$ cat src/rtl/chase_pkg.sv
// Shared types and constants for the LED-chaser / lap-counter controller.
// The BCD helper keeps digit arithmetic in one place so it never exceeds 9.
package chase_pkg;

    typedef enum logic {
        STOP = 1'b0,
        RUN  = 1'b1
    } chase_state_t;

    localparam logic [3:0] BCD_MAX = 4'd9;

    function automatic logic [3:0] bcd_inc(input logic [3:0] digit);
        return (digit >= BCD_MAX) ? 4'd0 : digit + 4'd1;
    endfunction

endpackage

$ cat src/rtl/btn_edge.sv
// Raw push-button level to single-cycle pulse: two-flop synchronizer
// followed by a rising-edge detector on the synchronized level.
module btn_edge (
    input  logic hz100,
    input  logic reset,
    input  logic raw,
    output logic pulse
);

    logic sync1;
    logic sync2;
    logic prev;

    always_ff @(posedge hz100 or posedge reset) begin
        if (reset) begin
            sync1 <= 1'b0;
            sync2 <= 1'b0;
            prev  <= 1'b0;
        end else begin
            sync1 <= raw;
            sync2 <= sync1;
            prev  <= sync2;
        end
    end

    assign pulse = sync2 & ~prev;

endmodule

$ cat src/rtl/chase_lap_ctrl.sv
// Start/stop/clear sequencer for the fill-style LED chain and the two-digit
// BCD lap counter, all on the single hz100 clock.
module chase_lap_ctrl
    import chase_pkg::*;
#(
    parameter int CHAIN_LEN = 17,
    parameter int DIV       = 1
) (
    input  logic                 hz100,
    input  logic                 reset,
    input  logic                 go_btn,
    input  logic                 clr_btn,
    output logic [CHAIN_LEN-1:0] chain,
    output logic [3:0]           ones,
    output logic [3:0]           tens,
    output logic                 tens_en,
    output logic                 running,
    output logic                 wrap
);

    localparam int              PW        = (DIV > 1) ? $clog2(DIV) : 1;
    localparam logic [PW-1:0]   PRESC_END = PW'(DIV - 1);

    chase_state_t  state;
    logic [PW-1:0] presc;
    logic          go_p;
    logic          clr_p;
    logic          step;

    btn_edge u_go_edge (
        .hz100 (hz100),
        .reset (reset),
        .raw   (go_btn),
        .pulse (go_p)
    );

    btn_edge u_clr_edge (
        .hz100 (hz100),
        .reset (reset),
        .raw   (clr_btn),
        .pulse (clr_p)
    );

    assign step = (state == RUN) && (presc == PRESC_END);

    // Clear overrides everything, including a simultaneous go press.
    always_ff @(posedge hz100 or posedge reset) begin
        if (reset) begin
            state <= STOP;
            presc <= '0;
            chain <= '0;
            ones  <= 4'd0;
            tens  <= 4'd0;
            wrap  <= 1'b0;
        end else begin
            wrap <= 1'b0;
            if (clr_p) begin
                state <= STOP;
                presc <= '0;
                chain <= '0;
                ones  <= 4'd0;
                tens  <= 4'd0;
            end else begin
                if (go_p) begin
                    state <= (state == RUN) ? STOP : RUN;
                end
                if (step) begin
                    presc <= '0;
                    if (!chain[CHAIN_LEN-1]) begin
                        chain <= {chain[CHAIN_LEN-2:0], 1'b1};
                    end else begin
                        chain <= '0;
                        ones  <= bcd_inc(ones);
                        if (ones == BCD_MAX) begin
                            tens <= bcd_inc(tens);
                            if (tens == BCD_MAX) begin
                                wrap <= 1'b1;
                            end
                        end
                    end
                end else if (state == RUN) begin
                    presc <= presc + 1'b1;
                end
            end
        end
    end

    assign running = (state == RUN);
    assign tens_en = (tens != 4'd0);

endmodule

$ cat config.mk
export PLATFORM = sky130hd
export DESIGN_NAME = chase_lap_ctrl
export DESIGN_NICKNAME = d
export VERILOG_FILES = /design/src/rtl/chase_pkg.sv /design/src/rtl/btn_edge.sv /design/src/rtl/chase_lap_ctrl.sv
export SDC_FILE = /design/constraint.sdc
export NUM_CORES = 1
export LEC_CHECK = 0
export CORE_UTILIZATION = 50
export DETAILED_ROUTE_END_ITERATION = 10
export PLACE_DENSITY = 0.91
export SETUP_SLACK_MARGIN = 0.1
export SLEW_MARGIN = 20
export SYNTH_ARGS = -nofsm -noshare
export SYNTH_HDL_FRONTEND = slang
export SYNTH_SLANG_ARGS = --single-unit
$ cat constraint.sdc
create_clock -name hz100 -period 4.75 [get_ports hz100]
set_clock_uncertainty 0.2 [all_clocks]
set_input_delay 0.475 -clock hz100 [delete_from_list [all_inputs] [get_ports hz100]]
set_output_delay 0.475 -clock hz100 [all_outputs]
set_load 0.01 [all_outputs]
==> results.sh, run 1 <==
export IMPL_outcome="completed"
export IMPL_top_layer="met4"
export IMPL_critPathKind="reg2out"
export IMPL_dp_cells=180
export IMPL_fp_coreArea_um2=2730
export IMPL_cts_tree="done"
export IMPL_path_clk_slew_ps=110
export IMPL_drt_antenna_violating_nets=0
export IMPL_start_util=0.526
export IMPL_ys_ff_latch=34
export IMPL_finalSetupViolCount=0
export IMPL_wl_per_cell_um=15.9
export IMPL_worst_ep_arrival_time_ps=1690
export IMPL_critical_path_buf_inv_count=2
export IMPL_yosys_top_cells_count="dfrtp_1, a22o_1, nand2_1"
export IMPL_synth_edff_count=0
export IMPL_gr_usage_all_layers=0.215
export IMPL_die_x_um=55.6
export IMPL_crit_start="tens[0]"
export IMPL_route_met2_wl_mm=1.48
export IMPL_numClockSinks=34
export IMPL_maxCapViolations=0
export IMPL_wl_met1_mm=1.32
export IMPL_gr_total_overflow=0
export IMPL_yosysSeqAreaShare=0.592
export IMPL_die_area_um2=3090
export IMPL_postSynthAreaPerCell_um2=11.9
export IMPL_cp_depth=4
export IMPL_async_flop_share=1.00
export IMPL_ir_drop_v=0.000287
export IMPL_drt_iter0_drc=24
export IMPL_slowest_delay_ps=520
export IMPL_synth_top_cell_area_share=0.592
export IMPL_r2r_slack_ps=2600
export IMPL_min_period_ps=2370
export IMPL_yosysTopAreaCell="dfrtp_1"
export IMPL_p_leak_nw=0.835
export IMPL_dr_wl_met3_um=142
export IMPL_ctsResizeCount=0
export IMPL_hold_buffers=0
export IMPL_io_buffers=31
export IMPL_slew_limit_headroom=0.439
export IMPL_dr_total_vias=1083
export IMPL_hold_class="reg2reg"
export IMPL_synth_nets=132
export IMPL_r2r_cells=6
export IMPL_setup_tns_final_ps=0
export IMPL_crit_path_top_delay_cell="clkdlybuf4s50_1"
export IMPL_nets=167
export IMPL_min_path_cells=0
export IMPL_finalHoldViolations=0
export IMPL_firstDrtPassIters=4
export IMPL_synthTopCellsByArea="dfrtp_1, a22o_1, ha_1"
export IMPL_std_cell_rows=19
export IMPL_grt_max_degree=35
export IMPL_numCtsBuffers=5
export IMPL_crit_end="tens_en"
export IMPL_path_delay_family="buffers and inverters"
export IMPL_netlist_instances=121
export IMPL_yosysWarnings=0
export IMPL_area_growth_pct=27.9
export IMPL_syn_area_um2=1440
export IMPL_required_ps=4070
export IMPL_worst_setup_path_start_kind="register"
export IMPL_worst_slew_pin_transition_ps=839
export IMPL_n_antenna_cell=0
export IMPL_wirelength_mm=2.98
export IMPL_fmax_mhz=423
export IMPL_fin_crit_sh=0.498
export IMPL_io_pins=32
export IMPL_power_per_cell_area_nw_per_um2=303
export IMPL_reg2reg_to="tens[2]"
export IMPL_rsz0062_at_grt="false"
export IMPL_post_cts_buffers=0
export IMPL_antenna_found_initial=0
export IMPL_gp_congestion=0.831
export IMPL_cts_htree_levels=2
export IMPL_vias_per_cell=5.79
export IMPL_fin_cells=187
export IMPL_end_kind="output pin"
export IMPL_synth_ff_type="dfrtp_1"
export IMPL_insertion_delay_ps=340
export IMPL_clk_path_buf_depth=2
export IMPL_grt_pass1_wl_mm=5.10
export IMPL_crit_fanout=6
export IMPL_die_height_um=55.6
export IMPL_drive_above_1_share=0.0833
export IMPL_crit_chain="inv_1, ha_1, nand2_1, clkdlybuf4s50_1"
export IMPL_synth_most_common_cell="dfrtp_1"
export IMPL_grt_pass1_vias=1129
export IMPL_reg2reg_from="ones[1]"
export IMPL_drc=0
export IMPL_synthDistinctLibCells=27
export IMPL_cts_root_buffer="clkbuf_4"
export IMPL_dp_hpwl_mm=1.99
export IMPL_finalMaxSlewViolations=0
where the power goes:
group / internal [mW] / total, mW / switching, mW
clock network: 0.0532 / 0.147 / 0.0937
registers: 0.305 / 0.323 / 0.0184
logic: 0.0430 / 0.0866 / 0.0435
total: 0.401 / 0.557 / 0.156
final cells by class:
cell class / count / area [um2]
well taps: 31 / 38.8
clock inverters: 2 / 10.0
repair buffers: 32 / 318
fillers: 210 / 895
clock buffers: 5 / 37.5
multi-input cells: 76 / 558
inverters: 7 / 26.3
flip-flops and latches: 34 / 851
worst register-to-register path: cells and delay by family (launching register included):
kind	cells	cell delay, ps
AO/OA/AOI/OAI	1	190
buffers and inverters	1	110
flip-flops	1	440
adder cells (fa/ha/maj)	1	160
AND/OR/NAND/NOR	3	970
cell families after synthesis:
| family | share of synthesized area |
|---|---|
| XOR/XNOR | 0.00609 |
| AND/OR/NAND/NOR | 0.156 |
| adder cells (fa/ha/maj) | 0.0609 |
| buffers and inverters | 0.0287 |
| flip-flops | 0.592 |
| AO/OA/AOI/OAI | 0.157 |
worst min path at each step:
stage	startpoint	endpoint	slack [ps]
global placement	u_go_edge.sync1	u_go_edge.sync2	130
CTS	u_go_edge.sync1	u_go_edge.sync2	160
floorplan	u_clr_edge.sync1	u_clr_edge.sync2	130
global route	u_go_edge.sync1	u_go_edge.sync2	180
detailed placement	u_go_edge.sync1	u_go_edge.sync2	140
finish	u_go_edge.sync1	u_go_edge.sync2	160
sequential cells by signal, indices dropped and copies added (netlist names):
name              flops
wrap                  1
running               1
ones                  4
u_clr_edge.sync2      1
tens                  4
u_go_edge.sync2       1
u_clr_edge.prev       1
u_go_edge.prev        1
u_go_edge.sync1       1
u_clr_edge.sync1      1
chain                17
presc                 1
layer usage:
| metal | GRT usage | vias to the layer above |
|---|---|---|
| li1 | - | 507 |
| met1 | 0.275 | 535 |
| met2 | 0.346 | 36 |
| met3 | 0.0605 | 5 |
| met4 | 0.0929 | 0 |
| met5 | 0 | - |
layout by cell type (no fill, tap or decap), types with 3 or more instances in the layout:
master / Yosys / final
dfrtp_1: 34 / 34
clkdlybuf4s50_1: 0 / 31
a22o_1: 15 / 15
nand2_1: 10 / 10
inv_1: 7 / 7
ha_1: 7 / 7
nand3_1: 5 / 5
o21ai_0: 5 / 5
nor2_1: 5 / 5
clkbuf_4: 0 / 5
a21oi_1: 5 / 4
nand2b_1: 3 / 3
a31oi_1: 3 / 3
nor3_1: 3 / 3
through the flow:
stage / setup WS [ps] / util / cell area (um2) / power, mW / hold WS, ps
floorplan: 2750 / - / 1440 / 0.371 / 131
global placement: 2630 / 0.651 / 1780 / 0.409 / 133
detailed placement: 2490 / 0.651 / 1780 / 0.413 / 141
CTS: 2360 / 0.668 / 1830 / 0.558 / 164
global route: 2300 / 0.673 / 1840 / 0.586 / 179
finish: 2380 / 0.673 / 1840 / 0.557 / 158
Power figures use the tool's default switching activity.
==> run 2: changes to the inputs <==
--- a/config.mk
+++ b/config.mk
@@ -5,9 +5,9 @@
 export SDC_FILE = /design/constraint.sdc
 export NUM_CORES = 1
 export LEC_CHECK = 0
-export CORE_UTILIZATION = 50
+export CORE_UTILIZATION = 49
 export DETAILED_ROUTE_END_ITERATION = 10
-export PLACE_DENSITY = 0.91
+export PLACE_DENSITY = 0.9
 export SETUP_SLACK_MARGIN = 0.1
 export SLEW_MARGIN = 20
 export SYNTH_ARGS = -nofsm -noshare
==> constraint.sdc (replaced) <==
create_clock -name hz100 -period 2.4 [get_ports hz100]
set_clock_uncertainty 0.2 [all_clocks]
set_input_delay 0.24 -clock hz100 [delete_from_list [all_inputs] [get_ports hz100]]
set_output_delay 0.24 -clock hz100 [all_outputs]
set_load 0.01 [all_outputs]
==> results.sh, run 2 (synthesis results as in run 1) <==
export IMPL_outcome="completed"
export IMPL_vias_per_cell=5.65
export IMPL_setup_tns_final_ps=0
export IMPL_top_layer="met4"
export IMPL_n_fill_cell=220
export IMPL_rsz0062_at_grt="false"
export IMPL_fp_coreArea_um2=2760
export IMPL_std_cell_rows=19
export IMPL_mostFrequentLayoutCell="dfrtp_1"
export IMPL_crit_fanout=6
export IMPL_dr_total_vias=1084
export IMPL_reg2reg_to="tens[2]"
export IMPL_slew_limit_headroom=0.519
export IMPL_maxCapViolations=0
export IMPL_path_clk_slew_ps=100
export IMPL_gr_total_overflow=0
export IMPL_grt_pass1_wl_mm=5.23
export IMPL_place_area_um2=1810
export IMPL_finalSetupViolCount=0
export IMPL_clk_path_buf_depth=2
export IMPL_hold_ws_ps=80.4
export IMPL_die_height_um=56.2
export IMPL_route_met2_wl_mm=1.55
export IMPL_cts_root_buffer="clkbuf_4"
export IMPL_die_x_um=56.2
export IMPL_numCtsBuffers=5
export IMPL_cts_tree="done"
export IMPL_dp_hpwl_mm=2.13
export IMPL_start_util=0.521
export IMPL_insertion_delay_ps=330
export IMPL_wl_per_cell_um=15.7
export IMPL_io_buffers=31
export IMPL_drt_antenna_violating_nets=0
export IMPL_drc=0
export IMPL_ir_drop_v=0.000465
export IMPL_cts_htree_levels=2
export IMPL_numClockSinks=34
export IMPL_grt_pass1_vias=1100
export IMPL_fmax_mhz=471
export IMPL_r2r_cells=6
export IMPL_min_period_ps=2120
export IMPL_hold_buffers=0
export IMPL_hold_class="in2async"
export IMPL_wirelength_mm=3.02
export IMPL_firstDrtPassIters=4
export IMPL_gr_usage_all_layers=0.226
export IMPL_die_area_um2=3150
export IMPL_reg2reg_from="ones[1]"
export IMPL_largest_reg_flops=17
export IMPL_n_antenna_cell=0
export IMPL_power_per_cell_area_nw_per_um2=618
export IMPL_io_pins=32
export IMPL_drt_iter0_drc=29
export IMPL_ctsResizeCount=0
export IMPL_area_growth_pct=30.0
export IMPL_end_kind="output pin"
export IMPL_top_regs="chain x17, ones x4, tens x4"
export IMPL_p_total_mw=1.15
export IMPL_drive_above_1_share=0.0994
export IMPL_wl_met1_mm=1.22
export IMPL_finalMaxSlewViolations=0
export IMPL_worst_ep_arrival_time_ps=1680
export IMPL_r2r_slack_ps=280
export IMPL_fin_crit_sh=0.884
export IMPL_p_leak_nw=0.855
export IMPL_grt_max_degree=35
export IMPL_required_ps=1960
export IMPL_top_register="chain"
export IMPL_worst_slew_pin_transition_ps=720
export IMPL_antenna_found_initial=0
export IMPL_dr_wl_met3_um=170
export IMPL_critPathKind="reg2out"
export IMPL_gp_congestion=0.788
export IMPL_finalHoldViolations=0
export IMPL_nets=171
export IMPL_final_cell_mix="dfrtp_1, clkdlybuf4s50_1, a22o_1, nand2_1"
export IMPL_post_cts_buffers=0
export IMPL_fin_area_um2=1870
export IMPL_worst_setup_path_start_kind="register"
-- run 2: routing by layer --
layer / vias up / global-route usage
met5: - / 0
met4: 0 / 0.0976
met3: 9 / 0.0791
met2: 45 / 0.372
met1: 519 / 0.267
li1: 511 / -
-- run 2: critical path, cell delays in order (launching register included) --
cell,delay (ps)
dfrtp_1,450
inv_1,110
ha_1,210
nand2_1,50
clkdlybuf4s50_1,520
-- run 2: report_power, final --
| group | total (mW) | internal [mW] | switching, mW | leakage [nW] |
|---|---|---|---|---|
| registers | 0.638 | 0.604 | 0.0347 | 0.454 |
| logic | 0.190 | 0.0972 | 0.0932 | 0.366 |
| clock network | 0.326 | 0.142 | 0.184 | 0.0353 |
-- run 2: final cells by class --
class / instances / area [um2] / area share
Multi-Input combinational cell: 76 / 546 / 0.292
Inverter: 7 / 26.3 / 0.0141
Clock buffer: 7 / 55.1 / 0.0295
Tap cell: 31 / 38.8 / 0.0207
Clock inverter: 1 / 5.00 / 0.00268
Sequential cell: 34 / 851 / 0.455
Timing Repair Buffer: 36 / 348 / 0.186
-- run 2: stage by stage --
| step | worst slack [ps] | util | std cells |
|---|---|---|---|
| final | 279 | 0.678 | 192 |
| after global routing | 152 | 0.678 | 192 |
| after CTS | 250 | 0.678 | 192 |
| after detailed placement | 305 | 0.656 | 184 |
| after global placement | 419 | 0.656 | 184 |
| after floorplan | 403 | - | 121 |
-- run 2: how the worst max path moves through the flow --
stage                   end  cells past startpoint  slack (ps)    start
floorplan           tens[2]                      6         400  ones[1]
global placement    tens[2]                      6         420  ones[1]
detailed placement  tens[2]                      6         310  ones[1]
CTS                 tens_en                      4         250  tens[0]
global route        tens_en                      4         150  tens[0]
finish              tens_en                      4         280  tens[0]
==> run 3: changes to the inputs <==
--- a/config.mk
+++ b/config.mk
@@ -5,9 +5,10 @@
 export SDC_FILE = /design/constraint.sdc
 export NUM_CORES = 1
 export LEC_CHECK = 0
-export CORE_UTILIZATION = 49
+export CAP_MARGIN = 20
+export CORE_UTILIZATION = 44
 export DETAILED_ROUTE_END_ITERATION = 10
-export PLACE_DENSITY = 0.9
+export PLACE_DENSITY = 0.86
 export SETUP_SLACK_MARGIN = 0.1
 export SLEW_MARGIN = 20
 export SYNTH_ARGS = -nofsm -noshare
==> constraint.sdc (replaced) <==
create_clock -name hz100 -period 1.7 [get_ports hz100]
set_clock_uncertainty 0.2 [all_clocks]
set_input_delay 0.17 -clock hz100 [delete_from_list [all_inputs] [get_ports hz100]]
set_output_delay 0.17 -clock hz100 [all_outputs]
set_load 0.01 [all_outputs]
==> results.sh, run 3 (synthesis results as in run 1) <==
export IMPL_outcome="complete, but fails checks"
export IMPL_violations="negative setup slack"
export IMPL_worst_ep_arrival_time_ps=2000
export IMPL_p_leak_nw=1.11
export IMPL_firstDrtPassIters=4
export IMPL_mostFrequentLayoutCell="dfrtp_1"
export IMPL_top_regs="chain x17, ones x4, tens x4"
export IMPL_numCtsBuffers=5
export IMPL_finalHoldViolations=0
export IMPL_drt_iter0_drc=36
export IMPL_gr_total_overflow=0
export IMPL_crit_chain="inv_2, ha_4, nand2_2, or3_4, or4b_1, a31oi_1"
export IMPL_required_ps=1770
export IMPL_fin_area_um2=2140
export IMPL_clock_power_share=0.285
export IMPL_grt_max_degree=35
export IMPL_area_growth_pct=48.7
export IMPL_switching_share=0.284
export IMPL_dr_total_vias=1212
export IMPL_io_buffers=31
export IMPL_insertion_delay_ps=350
export IMPL_critical_path_buf_inv_count=1
export IMPL_maxCapViolations=0
export IMPL_r2r_cells=6
export IMPL_ir_drop_v=0.000577
export IMPL_dp_hpwl_mm=2.21
export IMPL_grt_pass1_vias=1222
export IMPL_cts_tree="done"
export IMPL_vias_per_cell=5.34
export IMPL_std_cell_rows=20
export IMPL_wirelength_mm=3.53
export IMPL_slew_limit_headroom=0.722
export IMPL_power_switching_mw=0.481
export IMPL_min_path_cells=1
export IMPL_fp_coreArea_um2=3080
export IMPL_slowest_delay_ps=480
export IMPL_gr_usage_all_layers=0.217
export IMPL_nets=193
export IMPL_drt_antenna_violating_nets=0
export IMPL_cts_root_buffer="clkbuf_4"
export IMPL_drive_above_1_share=0.339
export IMPL_critPathKind="reg2reg"
export IMPL_hold_class="in2reg"
export IMPL_cts_htree_levels=2
export IMPL_intPower_mw=1.21
export IMPL_io_pins=32
export IMPL_combPwrFrac=0.190
export IMPL_finalSetupViolCount=7
export IMPL_crit_path_top_delay_cell="or4b_1"
export IMPL_worst_slew_pin_transition_ps=417
export IMPL_final_cell_mix="dfrtp_1, buf_4, dlygate4sd2_1, a22o_1, nand2_1"
export IMPL_power_per_cell_area_nw_per_um2=793
export IMPL_setup_ws_ps=-230
export IMPL_path_delay_family="simple AND/OR/NAND/NOR gates"
export IMPL_drc=0
export IMPL_fmax_mhz=518
export IMPL_clk_path_buf_depth=2
export IMPL_rsz0062_at_grt="true"
export IMPL_min_period_ps=1930
export IMPL_numClockSinks=34
export IMPL_largest_reg_flops=17
export IMPL_die_x_um=59.2
export IMPL_die_area_um2=3500
export IMPL_start_util=0.467
export IMPL_cp_depth=6
export IMPL_place_area_um2=1960
export IMPL_worst_setup_path_start_kind="register"
export IMPL_fin_crit_sh=1.14
export IMPL_path_clk_slew_ps=110
export IMPL_n_antenna_cell=0
export IMPL_die_height_um=59.2
export IMPL_antenna_found_initial=0
export IMPL_pre_cts_ws_ps=-247
export IMPL_gp_congestion=0.849
export IMPL_crit_fanout=2
export IMPL_top_register="chain"
export IMPL_pwr_share_seq=0.525
export IMPL_wl_per_cell_um=15.5
export IMPL_finalMaxSlewViolations=0
export IMPL_grt_pass1_wl_mm=5.40
export IMPL_end_kind="register"
run 3: cell types whose count changed in the layout (fill, tap and decap cells not counted), sizes merged, moves of 3 or more:
cell,before,now
clkdlybuf4s50,31,5
buf,5,30
dlygate4sd2,0,17
clkdlybuf4s15,0,3
run 3: area by class of cell:
cell class | count | area (um2)
fill | 224 | 940
sequential | 34 | 852
inverter | 7 | 26.3
tap | 44 | 55.1
clock inverter | 1 | 5.00
timing repair buffer | 58 | 502
multi-input combinational | 76 | 643
clock buffer | 7 | 55.1
run 3: power by group through the flow:
stage	sequential [mW]	combinational [mW]	clock (mW)
final	0.891	0.322	0.483
after global routing	0.898	0.348	0.523
after floorplan	0.925	0.132	0
after detailed placement	0.904	0.316	0
after CTS	0.891	0.307	0.491
after global placement	0.903	0.305	0
run 3: layer usage:
layer	track usage	routed length [um]	vias to the layer above
met5	0	0	-
met1	0.253	1480	605
met4	0.105	95	0
met2	0.354	1760	41
li1	-	-	556
met3	0.0808	184	10
run 3: worst reg2reg max path, cell delays in order (launching register included):
cell	delay, ps
dfrtp_1	410
inv_2	80
ha_4	130
nand2_2	50
or3_4	330
or4b_1	480
a31oi_1	160
run 3: path summary, 6_finish.rpt:
kind | startpoint | endpoint | slack, ps
setup / recovery | ones[1] | tens[2] | -230
hold / removal | go_btn | u_go_edge.sync1 | 60
setup reg to reg | ones[1] | tens[2] | -230
hold reg to reg | u_go_edge.sync1 | u_go_edge.sync2 | 160
max in group asynchronous | reset | ones[0] | 440
min in group asynchronous | reset | ones[2] | 550
run 3: metrics by stage:
stage | hold slack [ps] | TNS, ps | utilization | cells | total power [mW]
finish | 60.8 | -1320 | 0.695 | 227 | 1.70
global route | 43.9 | -1640 | 0.695 | 227 | 1.77
CTS | 42.1 | -1080 | 0.668 | 224 | 1.69
detailed placement | 140 | -1060 | 0.635 | 211 | 1.22
global placement | 132 | -430 | 0.635 | 211 | 1.21
floorplan | 1.43 | -537 | - | 121 | 1.06
run 3: repair_timing:
| item | in CTS | in global routing |
|---|---|---|
| pin swaps | 5 | 7 |
| gates resized for setup | 53 | 22 |
| setup endpoints to repair | 35 | 27 |
| buffers inserted | 4 | 4 |
| endpoints found under the hold margin | 7 | 0 |
| hold buffers | 1 | 0 |
